## src/rtl/grammer_pkg.sv

```systemverilog
// Shared definitions for the grammer array reader: default sizes, FSM states
// and the overflow counter ceiling.
package grammer_pkg;
    localparam int DATA_W_DEF = 32;
    localparam int DEPTH_DEF  = 4;
    localparam int ADDR_W_DEF = $clog2(DEPTH_DEF);

    typedef enum logic {
        IDLE = 1'b0,
        HOLD = 1'b1
    } state_t;

    localparam logic [7:0] OVF_MAX = 8'hFF;
endpackage

```

## src/rtl/grammer_entry_bank.sv

```systemverilog
// Result bank filled by the array writer: one data word and one valid bit per
// entry, with clear-on-load, bulk flush and an overwrite-of-pending indication.
module grammer_entry_bank
    import grammer_pkg::*;
#(
    parameter int  DATA_W = DATA_W_DEF,
    parameter int  DEPTH  = DEPTH_DEF,
    localparam int ADDR_W = $clog2(DEPTH)
) (
    input  logic              clk,
    input  logic              reset,
    input  logic              wr_en,
    input  logic [ADDR_W-1:0] wr_addr,
    input  logic [DATA_W-1:0] wr_data,
    input  logic              ld_en,
    input  logic [ADDR_W-1:0] ld_idx,
    input  logic              flush,
    output logic [DATA_W-1:0] rd_data,
    output logic [DEPTH-1:0]  valid,
    output logic              ovf_pulse
);
    logic [DATA_W-1:0] mem [DEPTH];
    logic [DEPTH-1:0]  valid_nxt;

    always_ff @(posedge clk) begin
        if (wr_en) begin
            mem[wr_addr] <= wr_data;
        end
    end

    assign rd_data = mem[ld_idx];

    // A write lands after the flush/load clear, so it always leaves its entry valid.
    always_comb begin
        valid_nxt = valid;
        if (flush) begin
            valid_nxt = '0;
        end else if (ld_en) begin
            valid_nxt[ld_idx] = 1'b0;
        end
        if (wr_en) begin
            valid_nxt[wr_addr] = 1'b1;
        end
    end

    always_ff @(posedge clk or negedge reset) begin
        if (!reset) begin
            valid <= '0;
        end else begin
            valid <= valid_nxt;
        end
    end

    // Overwriting the entry being loaded on the same edge hands the old word out, so nothing is lost.
    assign ovf_pulse = wr_en && valid[wr_addr] && !flush &&
                       !(ld_en && (ld_idx == wr_addr));
endmodule

```

## src/rtl/grammer_array_reader.sv

```systemverilog
// Drains the result bank in strict address order over a valid/ready stream,
// keeping a running checksum of delivered words and a lost-result counter.
module grammer_array_reader
    import grammer_pkg::*;
#(
    parameter int  DATA_W = DATA_W_DEF,
    parameter int  DEPTH  = DEPTH_DEF,
    localparam int ADDR_W = $clog2(DEPTH)
) (
    input  logic              clk,
    input  logic              reset,
    input  logic              wr_en,
    input  logic [ADDR_W-1:0] wr_addr,
    input  logic [DATA_W-1:0] wr_data,
    input  logic              flush,
    input  logic              clr_sum,
    input  logic              out_ready,
    output logic [DATA_W-1:0] out,
    output logic [ADDR_W-1:0] out_addr,
    output logic              out_valid,
    output logic [DATA_W-1:0] out1,
    output logic [DEPTH-1:0]  pending,
    output logic [7:0]        ovf_cnt
);
    state_t            state;
    logic [ADDR_W-1:0] rd_ptr;
    logic [DATA_W-1:0] rd_data;
    logic              ld_en;
    logic              hs;
    logic              ovf_pulse;

    function automatic logic [7:0] sat_inc(input logic [7:0] v);
        return (v == OVF_MAX) ? OVF_MAX : v + 8'd1;
    endfunction

    assign ld_en = (state == IDLE) && pending[rd_ptr] && !flush;
    assign hs    = (state == HOLD) && out_valid && out_ready && !flush;

    grammer_entry_bank #(
        .DATA_W (DATA_W),
        .DEPTH  (DEPTH)
    ) u_bank (
        .clk       (clk),
        .reset     (reset),
        .wr_en     (wr_en),
        .wr_addr   (wr_addr),
        .wr_data   (wr_data),
        .ld_en     (ld_en),
        .ld_idx    (rd_ptr),
        .flush     (flush),
        .rd_data   (rd_data),
        .valid     (pending),
        .ovf_pulse (ovf_pulse)
    );

    always_ff @(posedge clk or negedge reset) begin
        if (!reset) begin
            state     <= IDLE;
            rd_ptr    <= '0;
            out       <= '0;
            out_addr  <= '0;
            out_valid <= 1'b0;
            out1      <= '0;
            ovf_cnt   <= '0;
        end else begin
            if (ovf_pulse) begin
                ovf_cnt <= sat_inc(ovf_cnt);
            end

            // The word handed over on a clearing edge becomes the first term of the new sum.
            if (clr_sum) begin
                out1 <= hs ? out : '0;
            end else if (hs) begin
                out1 <= out1 + out;
            end

            if (flush) begin
                state     <= IDLE;
                rd_ptr    <= '0;
                out_valid <= 1'b0;
            end else begin
                case (state)
                    IDLE: begin
                        if (ld_en) begin
                            out       <= rd_data;
                            out_addr  <= rd_ptr;
                            out_valid <= 1'b1;
                            state     <= HOLD;
                        end
                    end
                    HOLD: begin
                        if (hs) begin
                            rd_ptr    <= rd_ptr + ADDR_W'(1);
                            out_valid <= 1'b0;
                            state     <= IDLE;
                        end
                    end
                    default: state <= IDLE;
                endcase
            end
        end
    end
endmodule

```

## config.mk

```make
export PLATFORM = sky130hd
export DESIGN_NAME = grammer_array_reader
export DESIGN_NICKNAME = d
export VERILOG_FILES = /design/src/rtl/grammer_pkg.sv /design/src/rtl/grammer_entry_bank.sv /design/src/rtl/grammer_array_reader.sv
export SDC_FILE = /design/constraint.sdc
export NUM_CORES = 1
export LEC_CHECK = 0
export BUFFER_PORTS_ARGS = -buffer_cell sky130_fd_sc_hd__buf_2
export CORE_MARGIN = 3
export CORE_UTILIZATION = 31
export CTS_CLUSTER_SIZE = 12
export DETAILED_ROUTE_END_ITERATION = 8
export GPL_ROUTABILITY_DRIVEN = 0
export HOLD_SLACK_MARGIN = 0.12
export PLACE_DENSITY_LB_ADDON = 0.2
export SETUP_SLACK_MARGIN = 0.1
export SLEW_MARGIN = 10
export SYNTH_ARGS = -nofsm -noshare
export SYNTH_HDL_FRONTEND = slang
export SYNTH_SLANG_ARGS = --single-unit
```

## constraint.sdc

```tcl
create_clock -name clk -period 3.03 [get_ports clk]
set_input_delay 0.909 -clock clk [delete_from_list [all_inputs] [get_ports clk]]
set_output_delay 0.909 -clock clk [all_outputs]
set_load 0.005 [all_outputs]
```

==> results of run 1 <==
[cell usage in the layout (no fill, tap or decap), types with 19 or more instances in the layout]
cell type / Yosys / routed
nand2_1: 125 / 125
clkbuf_16: 0 / 25
buf_2: 2 / 117
buf_4: 0 / 19
nor2_1: 42 / 39
a21oi_1: 55 / 54
o21ai_0: 32 / 32
nand3_1: 39 / 39
ha_1: 36 / 35
edfxtp_1: 128 / 128
dfrtp_1: 82 / 81
mux4_2: 34 / 34
[cell usage after synthesis, drive strengths merged, types with 6 or more instances]
library cell    n
nand4           8
nor2           42
a31oi           8
xnor2          12
nor3            6
xor2           18
a21o            9
nand3          39
mux2i          13
a21oi          57
ha             36
edfxtp        128
nand2         125
nand2b          6
dfrtp          82
clkbuf         29
o21ai          50
mux4           34
inv             9
[cells by family (layout without fill, tap and decap cells)]
kind of cell | Yosys count | in the layout | synth area share (%)
other cells | 0 | 1 | 0
buf+inv | 43 | 192 | 1.68
xor+xnor | 30 | 30 | 2.69
flops | 210 | 210 | 60.4
mux | 48 | 48 | 9.29
simple gates | 242 | 242 | 10.8
fa+ha+maj | 37 | 37 | 4.82
compound gates | 159 | 159 | 10.3
[power groups by stage]
stage / clock network, mW / logic (mW) / registers [mW]
after detailed placement: 0 / 1.10 / 3.58
after global placement: 0 / 1.11 / 3.58
final: 2.82 / 1.09 / 3.53
after global routing: 3.05 / 1.24 / 3.57
after CTS: 2.91 / 1.11 / 3.53
after floorplan: 0 / 0.624 / 3.53
[layer usage]
metal  vias up  part of all wire [%]  track usage, %  wire (um)
met4        12                   2.2            3.72        514
met5         -                  0.36               0         86
li1       3136                     -               -          -
met2       106                    46            23.2      11000
met3        46                   4.7            2.79       1120
met1      3122                    47            19.5      11100
[per-stage QoR]
step | instance area [um^2] | total power [mW]
6_report | 11700 | 7.44
5_1_grt | 11700 | 7.86
4_1_cts | 11700 | 7.55
3_5_place_dp | 10900 | 4.69
3_3_place_gp | 10900 | 4.69
2_1_floorplan | 9770 | 4.15
[final timing paths]
check	start	end	slack [ps]	cells past startpoint
setup / recovery	out[2]	out1[23]	330	10
hold / removal	reset	ovf_cnt[6]	370	1
setup reg to reg	out[2]	out1[23]	330	10
hold reg to reg	out_addr[0]	out_addr[0]	480	2
max in group asynchronous	reset	rd_ptr[0]	1970	2
min in group clk	out_addr[0]	out_addr[0]	480	2
[what timing repair did]
item | 4_1_cts | 5_1_grt
hold buffers | 0 | 0
pin swaps | 0 | 3
setup endpoints to repair | 1 | 9
resized for setup | 1 | 4
[state kept, by name, summed over array words and instances (netlist names)]
register,cells
u_bank.mem,128
out_valid,1
out_addr,2
rd_ptr,2
state,1
out,32
out1,32
u_bank.valid,4
ovf_cnt,8
[final cells by class]
cell class | count | area [um^2] | area share, %
tap | 396 | 495 | 4.22
timing repair buffer | 139 | 788 | 6.72
clock buffer | 33 | 666 | 5.67
inverter | 9 | 33.8 | 0.288
sequential | 210 | 5900 | 50.3
clock inverter | 11 | 105 | 0.896
antenna | 1 | 2.50 | 0.0213
multi-input combinational | 516 | 3740 | 31.9
[critical path: stages (launching register included)]
cell	delay (ps)
dfrtp_1	420
ha_1	410
o211ai_2	150
o211ai_4	250
a211oi_1	120
o41ai_1	600
a221oi_1	200
xor2_1	180
nor2_1	60
a21oi_1	120
o21ai_1	70
==> results.sh, run 1 <==
export IMPL_outcome="complete, no violations"
export IMPL_setup_viol=0
export IMPL_hp_class="input port to asynchronous set/reset pin"
export IMPL_port_buffers=118
export IMPL_grt_pass1_wl_um=38300
export IMPL_postRouteAntennaNets=0
export IMPL_cts_root_buf="clkbuf_16"
export IMPL_synth_top_area_cell="edfxtp_1"
export IMPL_arrival_ps=3090
export IMPL_syn_area_mm2=0.00976
export IMPL_avgSynthCellArea_um2=12.7
export IMPL_finalHoldViolCount=0
export IMPL_syn_nets=846
export IMPL_ys_seq_area_share_pct=60.4
export IMPL_seqPwrFrac_pct=47.4
export IMPL_insertion_delay_ps=510
export IMPL_clkPwrFrac_pct=37.9
export IMPL_synth_edf_count=128
export IMPL_grt_max_degree=45
export IMPL_fp_dieArea_mm2=0.0337
export IMPL_worstSetupEndpointType="flip-flop"
export IMPL_dp_worst_setup_slack_ps=108
export IMPL_yosys_top_cells_area="edfxtp_1 39%, dfrtp_1 21%, mux4_2 7.8%, nand2_1 4.8%, ha_1 4.6%"
export IMPL_post_cts_setup_buffer_count=0
export IMPL_p_sw_share_pct=26.5
export IMPL_drtIter0Drc=358
export IMPL_fin_crit_ps=2700
export IMPL_post_route_util_pct=38.0
export IMPL_whs_ps=372
export IMPL_p_comb_share_pct=14.7
export IMPL_routed_wl_um=23900
export IMPL_relSlewSlack_pct=52.6
export IMPL_critical_path_class="flip-flop to flip-flop"
export IMPL_drive_gt1_share_pct=25.2
export IMPL_antenna_found_initial=6
export IMPL_core_area_mm2=0.0308
export IMPL_boundaryPins=119
export IMPL_path_clk_slew_ps=60
export IMPL_synth_top_area_share_pct=39.4
export IMPL_cp_max_fo=5
export IMPL_cp_start_kind="flip-flop"
export IMPL_netlist_instances=769
export IMPL_nFillCells=2989
export IMPL_ir_worst_vdd_uv=314
export IMPL_ctsLongestPathBuffers=3
export IMPL_area_growth_pct=20.2
export IMPL_tightest_slew_ps=702
export IMPL_fp_dieW_um=183
export IMPL_async_flop_share_pct=39.0
export IMPL_ys_ff_latch=210
export IMPL_period_share_pct=89.2
export IMPL_dr_total_vias=6422
export IMPL_switchingPower_mw=1.97
export IMPL_drc=0
export IMPL_power_density_mw_per_mm2=634
export IMPL_power_leakage_nw=4.76
export IMPL_drt_wirelength_per_cell_um=18.1
export IMPL_tns_ps=0
export IMPL_grt_ovfl_total=0
export IMPL_synth_cell_types=59
export IMPL_cap_violations=0
export IMPL_grtUsageTotal_pct=14.2
export IMPL_first_global_vias=6703
export IMPL_fin_skew_ps=11.4
export IMPL_worst_slack_ps=326
export IMPL_nets=977
export IMPL_vias_per_cell=4.88
export IMPL_cts_tree="done"
export IMPL_placed_cells=1270
export IMPL_initial_core_util_pct=31.7
export IMPL_dp_hpwl_um=16200
export IMPL_p_int_mw=5.47
export IMPL_drt_pass1_iterations=5
export IMPL_crit_required_ps=3420
export IMPL_final_cells=1315
export IMPL_final_max_slew_viol_count=0
export IMPL_cts_max_level=1
export IMPL_die_height_um=183
export IMPL_cts_buffers=24
export IMPL_fmax_ghz=0.370
export IMPL_cts_sinks=210
export IMPL_rows=64
export IMPL_yosysWarnings=0
export IMPL_rsz0062_at_grt="true"
export IMPL_synth_main_ff_cell="edfxtp_1"
No activity file was read; power rests on OpenSTA's default activity.
==> run 2: changes to the inputs <==
--- a/config.mk
+++ b/config.mk
@@ -12,6 +12,7 @@
 export DETAILED_ROUTE_END_ITERATION = 8
 export GPL_ROUTABILITY_DRIVEN = 0
 export HOLD_SLACK_MARGIN = 0.12
+export MAX_ROUTING_LAYER = met4
 export PLACE_DENSITY_LB_ADDON = 0.2
 export SETUP_SLACK_MARGIN = 0.1
 export SLEW_MARGIN = 10
==> run 2 against run 1 <==
Combinational power about the same. Count of clock-buffer cells in the layout unchanged. Final cell count increased by 0.46%. Sequential power about the same. Routed wire length fell by 0.25%. Sequential share of layout area decreased by 0.064 points. Flip-flop and latch count stayed put. Hold slack gained 1.4 ps. Die area unchanged. Via count is 0.79% lower. Critical path type unchanged. Largest power group unchanged. Highest routed layer is now met4.
==> results.sh, run 2 (synthesized netlist as in run 1, its figures left out) <==
export IMPL_final_cell_mix="128 x edfxtp_1, 125 x nand2_1, 117 x buf_2"
export IMPL_drtIter0Drc=347
export IMPL_p_comb_share_pct=14.7
export IMPL_cap_violations=0
export IMPL_crit_required_ps=3420
export IMPL_port_buffers=118
export IMPL_arrival_ps=3100
export IMPL_tns_ps=0
export IMPL_drc=0
export IMPL_holdBufCountCts=0
export IMPL_cts_root_buf="clkbuf_16"
export IMPL_final_max_slew_viol_count=0
export IMPL_clkPwrFrac_pct=37.8
export IMPL_worstSetupEndpointType="flip-flop"
export IMPL_die_height_um=183
export IMPL_top_layer_used="met4"
export IMPL_top_register="u_bank.mem"
export IMPL_finalHoldViolCount=0
export IMPL_p_int_mw=5.47
export IMPL_p_sw_share_pct=26.4
export IMPL_final_common_cell="edfxtp_1"
export IMPL_cts_max_level=1
export IMPL_antenna_found_initial=6
export IMPL_cp_max_fo=5
export IMPL_dr_total_vias=6371
export IMPL_fin_crit_ps=2710
export IMPL_routed_wl_um=23800
export IMPL_vias_per_cell=4.82
export IMPL_relSlewSlack_pct=52.8
export IMPL_drt_wirelength_per_cell_um=18.0
export IMPL_drt_pass1_iterations=4
export IMPL_postRouteAntennaNets=0
export IMPL_fin_skew_ps=9.57
export IMPL_largest_register_ffs=128
export IMPL_cp_start_kind="flip-flop"
export IMPL_rsz0062_at_grt="true"
export IMPL_grt_ovfl_total=0
export IMPL_path_clk_slew_ps=60
export IMPL_ctsLongestPathBuffers=3
export IMPL_post_route_util_pct=38.1
export IMPL_m1WireLength_um=11200
export IMPL_post_cts_setup_buffer_count=0
export IMPL_seqPwrFrac_pct=47.4
export IMPL_drive_gt1_share_pct=25.2
export IMPL_boundaryPins=119
export IMPL_power_density_mw_per_mm2=633
export IMPL_r2r_start="out[2]"
export IMPL_tightest_slew_ps=698
export IMPL_cts_sinks=210
export IMPL_place_area_mm2=0.0109
export IMPL_hp_class="input port to asynchronous set/reset pin"
export IMPL_first_global_vias=6706
export IMPL_rows=64
export IMPL_fp_dieArea_mm2=0.0337
export IMPL_setup_viol=0
export IMPL_outcome="complete, no violations"
export IMPL_grtUsageTotal_pct=14.7
export IMPL_ir_worst_vdd_uv=309
export IMPL_grt_pass1_wl_um=38300
export IMPL_grt_max_degree=45
export IMPL_fmax_ghz=0.369
export IMPL_met3_length_um=1180
export IMPL_top_regs="u_bank.mem (128), out1 (32), out (32)"
export IMPL_initial_core_util_pct=31.7
export IMPL_dp_hpwl_um=16200
export IMPL_insertion_delay_ps=510
export IMPL_nets=977
export IMPL_power_leakage_nw=4.76
export IMPL_met2_length_um=10800
export IMPL_design_area_mm2=0.0117
export IMPL_critical_path_class="flip-flop to flip-flop"
export IMPL_period_share_pct=89.5
export IMPL_switchingPower_mw=1.96
export IMPL_core_area_mm2=0.0308
export IMPL_cts_tree="done"
export IMPL_worst_slack_ps=319
export IMPL_crit_start="out[2]"
export IMPL_cts_buffers=24
export IMPL_area_growth_pct=20.3
export IMPL_whs_ps=373
export IMPL_dp_worst_setup_slack_ps=108
export IMPL_fp_dieW_um=183
run 2: changes by cell type in the layout (fill, tap and decap cells not counted):
| cell | before | now |
|---|---|---|
| diode_2 | 1 | 7 |
run 2: area by class of cell:
class	instances	area [um^2]
clock inverter	11	105
multi-input combinational	516	3740
sequential	210	5900
fill	2995	19100
timing repair buffer	139	788
tap	396	495
clock buffer	33	666
antenna	7	17.5
inverter	9	33.8
run 2: metrics by stage:
step	power (mW)	std cells
floorplan	4.15	769
global placement	4.69	1270
detailed placement	4.69	1270
CTS	7.55	1314
global route	7.86	1320
finish	7.43	1321
run 2: worst paths after layout:
kind	to	slack [ps]	cells after the start
min in group clk	out_addr[0]	480	2
setup / recovery	out1[23]	320	10
max in group asynchronous	rd_ptr[0]	1970	2
hold / removal	ovf_cnt[6]	370	1
hold reg to reg	out_addr[0]	480	2
setup reg to reg	out1[23]	320	10
run 2: power by group through the flow:
stage | Sequential (mW) | Combinational (mW) | Clock (mW)
after floorplan | 3.53 | 0.624 | 0
after global placement | 3.58 | 1.11 | 0
after detailed placement | 3.58 | 1.10 | 0
after CTS | 3.53 | 1.11 | 2.91
after global routing | 3.57 | 1.24 | 3.05
final | 3.53 | 1.09 | 2.81
run 2: what timing repair did:
| action | CTS | global route |
|---|---|---|
| pin swaps | 0 | 3 |
| hold endpoints to repair | 0 | 0 |
| gates resized for setup | 1 | 4 |
| cloned | 0 | 0 |
| endpoints found under the setup margin | 1 | 9 |
run 2: layer usage:
layer	vias to the layer above	global-route usage, %
li1	3144	-
met1	3074	19.7
met2	116	23.2
met3	37	2.71
met4	0	3.72
met5	-	-
run 2: worst max-delay path: stages, from the launching register on:
cell      delay, ps
dfrtp_1         420
ha_1            410
o211ai_2        150
o211ai_4        250
a211oi_1        130
o41ai_1         590
a221oi_1        200
xor2_1          180
nor2_1           60
a21oi_1         120
o21ai_1          70
==> run 3: changes to the inputs <==
--- a/config.mk
+++ b/config.mk
@@ -8,9 +8,11 @@
 export BUFFER_PORTS_ARGS = -buffer_cell sky130_fd_sc_hd__buf_2
 export CORE_MARGIN = 3
 export CORE_UTILIZATION = 31
+export CTS_CLUSTER_DIAMETER = 120
 export CTS_CLUSTER_SIZE = 12
 export DETAILED_ROUTE_END_ITERATION = 8
 export GPL_ROUTABILITY_DRIVEN = 0
+export GPL_TIMING_DRIVEN = 0
 export HOLD_SLACK_MARGIN = 0.12
 export MAX_ROUTING_LAYER = met4
 export PLACE_DENSITY_LB_ADDON = 0.2
==> run 3 against run 2 <==
Routed wire length rose by 2.8%. Flip-flop and latch count did not move. Maximum frequency is 1.9% lower. Design area is 0.65% lower. First-iteration DRC count up 12%. Highest routed layer unchanged.
==> results.sh, run 3 (synthesized netlist as in run 1, its figures left out) <==
export IMPL_power_leakage_nw=4.68
export IMPL_fp_dieW_um=183
export IMPL_routed_wl_um=24500
export IMPL_period_share_pct=91.2
export IMPL_vias_per_cell=4.87
export IMPL_cts_max_level=1
export IMPL_drtIter0Drc=389
export IMPL_largest_register_ffs=128
export IMPL_rr_worst_depth=11
export IMPL_port_buffers=117
export IMPL_power_density_mw_per_mm2=593
export IMPL_rrSetupSlack_ps=270
export IMPL_r2r_start="out[0]"
export IMPL_grt_ovfl_total=0
export IMPL_final_max_slew_viol_count=0
export IMPL_setup_viol=0
export IMPL_final_cell_mix="128 x edfxtp_1, 125 x nand2_1, 118 x buf_2"
export IMPL_initial_core_util_pct=31.7
export IMPL_cts_sinks=210
export IMPL_insertion_delay_ps=500
export IMPL_final_common_cell="edfxtp_1"
export IMPL_whs_ps=339
export IMPL_area_growth_pct=19.5
export IMPL_finalHoldViolCount=0
export IMPL_fin_crit_ps=2760
export IMPL_drt_pass1_iterations=4
export IMPL_ir_worst_vdd_uv=201
export IMPL_tightest_slew_ps=903
export IMPL_ctsLongestPathBuffers=3
export IMPL_hp_class="input port to asynchronous set/reset pin"
export IMPL_grt_max_degree=58
export IMPL_multi_input_area_mm2=0.00376
export IMPL_dr_total_vias=6482
export IMPL_drive_gt1_share_pct=22.9
export IMPL_path_clk_slew_ps=70
export IMPL_worstSetupEndpointType="flip-flop"
export IMPL_cap_violations=0
export IMPL_dp_hpwl_um=18200
export IMPL_rsz0062_at_grt="false"
export IMPL_crit_required_ps=3440
export IMPL_grtUsageTotal_pct=15.1
export IMPL_post_route_util_pct=37.8
export IMPL_outcome="complete, no violations"
export IMPL_arrival_ps=3170
export IMPL_grt_pass1_wl_um=39200
export IMPL_worst_slack_ps=267
export IMPL_cts_tree="done"
export IMPL_first_global_vias=6834
export IMPL_r2r_end="out1[30]"
export IMPL_cp_start_kind="flip-flop"
export IMPL_fin_skew_ps=12.3
export IMPL_regArea_mm2=0.00590
export IMPL_rows=64
export IMPL_cts_root_buf="clkbuf_16"
export IMPL_postRouteAntennaNets=0
export IMPL_fp_dieArea_mm2=0.0337
export IMPL_relSlewSlack_pct=39.8
export IMPL_cp_max_fo=3
export IMPL_die_height_um=183
export IMPL_nFillCells=2981
export IMPL_boundaryPins=119
export IMPL_antenna_found_initial=7
export IMPL_p_total_mw=6.92
export IMPL_core_area_mm2=0.0308
export IMPL_nets=995
export IMPL_top_register="u_bank.mem"
export IMPL_dp_worst_setup_slack_ps=-212
export IMPL_drt_wirelength_per_cell_um=18.4
export IMPL_top_regs="u_bank.mem (128), out1 (32), out (32)"
export IMPL_drc=0
export IMPL_cts_buffers=21
export IMPL_fmax_ghz=0.362
export IMPL_critical_path_class="flip-flop to flip-flop"
-- run 3: cell type report --
cell class | count | share of cell area, %
well taps | 396 | 4.25
clock buffers | 33 | 4.89
diodes | 7 | 0.150
inverters | 9 | 0.290
plain buffers | 34 | 1.12
repair buffers | 126 | 6.48
multi-input cells | 516 | 32.2
flip-flops and latches | 210 | 50.5
clock inverters | 1 | 0.0751
-- run 3: worst max path at each step --
stage,slack (ps),startpoint,to
after floorplan,260,wr_en,u_bank.mem[2][0]
after detailed placement,-210,out[0],out1[30]
after global routing,110,out[5],out1[31]
after CTS,140,out[0],out1[30]
final,270,out[0],out1[30]
after global placement,-1150,wr_addr[1],u_bank.mem[2][25]
-- run 3: worst max-delay path, cell delays in order, from the launching register on --
cell	delay [ps]
dfrtp_1	400
ha_2	220
fa_2	380
a211oi_2	260
o21ai_2	110
a21oi_2	210
o211ai_1	180
a31oi_2	220
o21ai_1	160
a31oi_1	230
xor2_1	90
o31ai_1	220
-- run 3: per-stage QoR --
stage	instances	setup TNS, ps	cell area (um^2)
2_1_floorplan	769	0	9770
3_3_place_gp	1282	-66650	10800
3_5_place_dp	1288	-370	11000
4_1_cts	1324	0	11600
5_1_grt	1332	0	11700
6_report	1332	0	11700
-- run 3: power breakdown --
part           switching (mW)  total, mW  internal [mW]
sequential              0.257       3.55           3.29
combinational           0.596       1.05          0.453
clock                    1.04       2.32           1.28
-- run 3: metal layers --
metal,routed length [um],global-route usage [%],share of wire (%)
met2,11700,24.8,48
met3,1190,2.85,4.9
met5,0,-,0
met4,560,3.69,2.3
met1,11000,19.6,45
-- run 3: timing repair --
item                                    CTS  global route
pin swaps                                 2             3
endpoints found under the setup margin    4             9
resized for setup                         5             4
buffers inserted                          2             1
hold buffers                              0             0
endpoints found under the hold margin     0             0
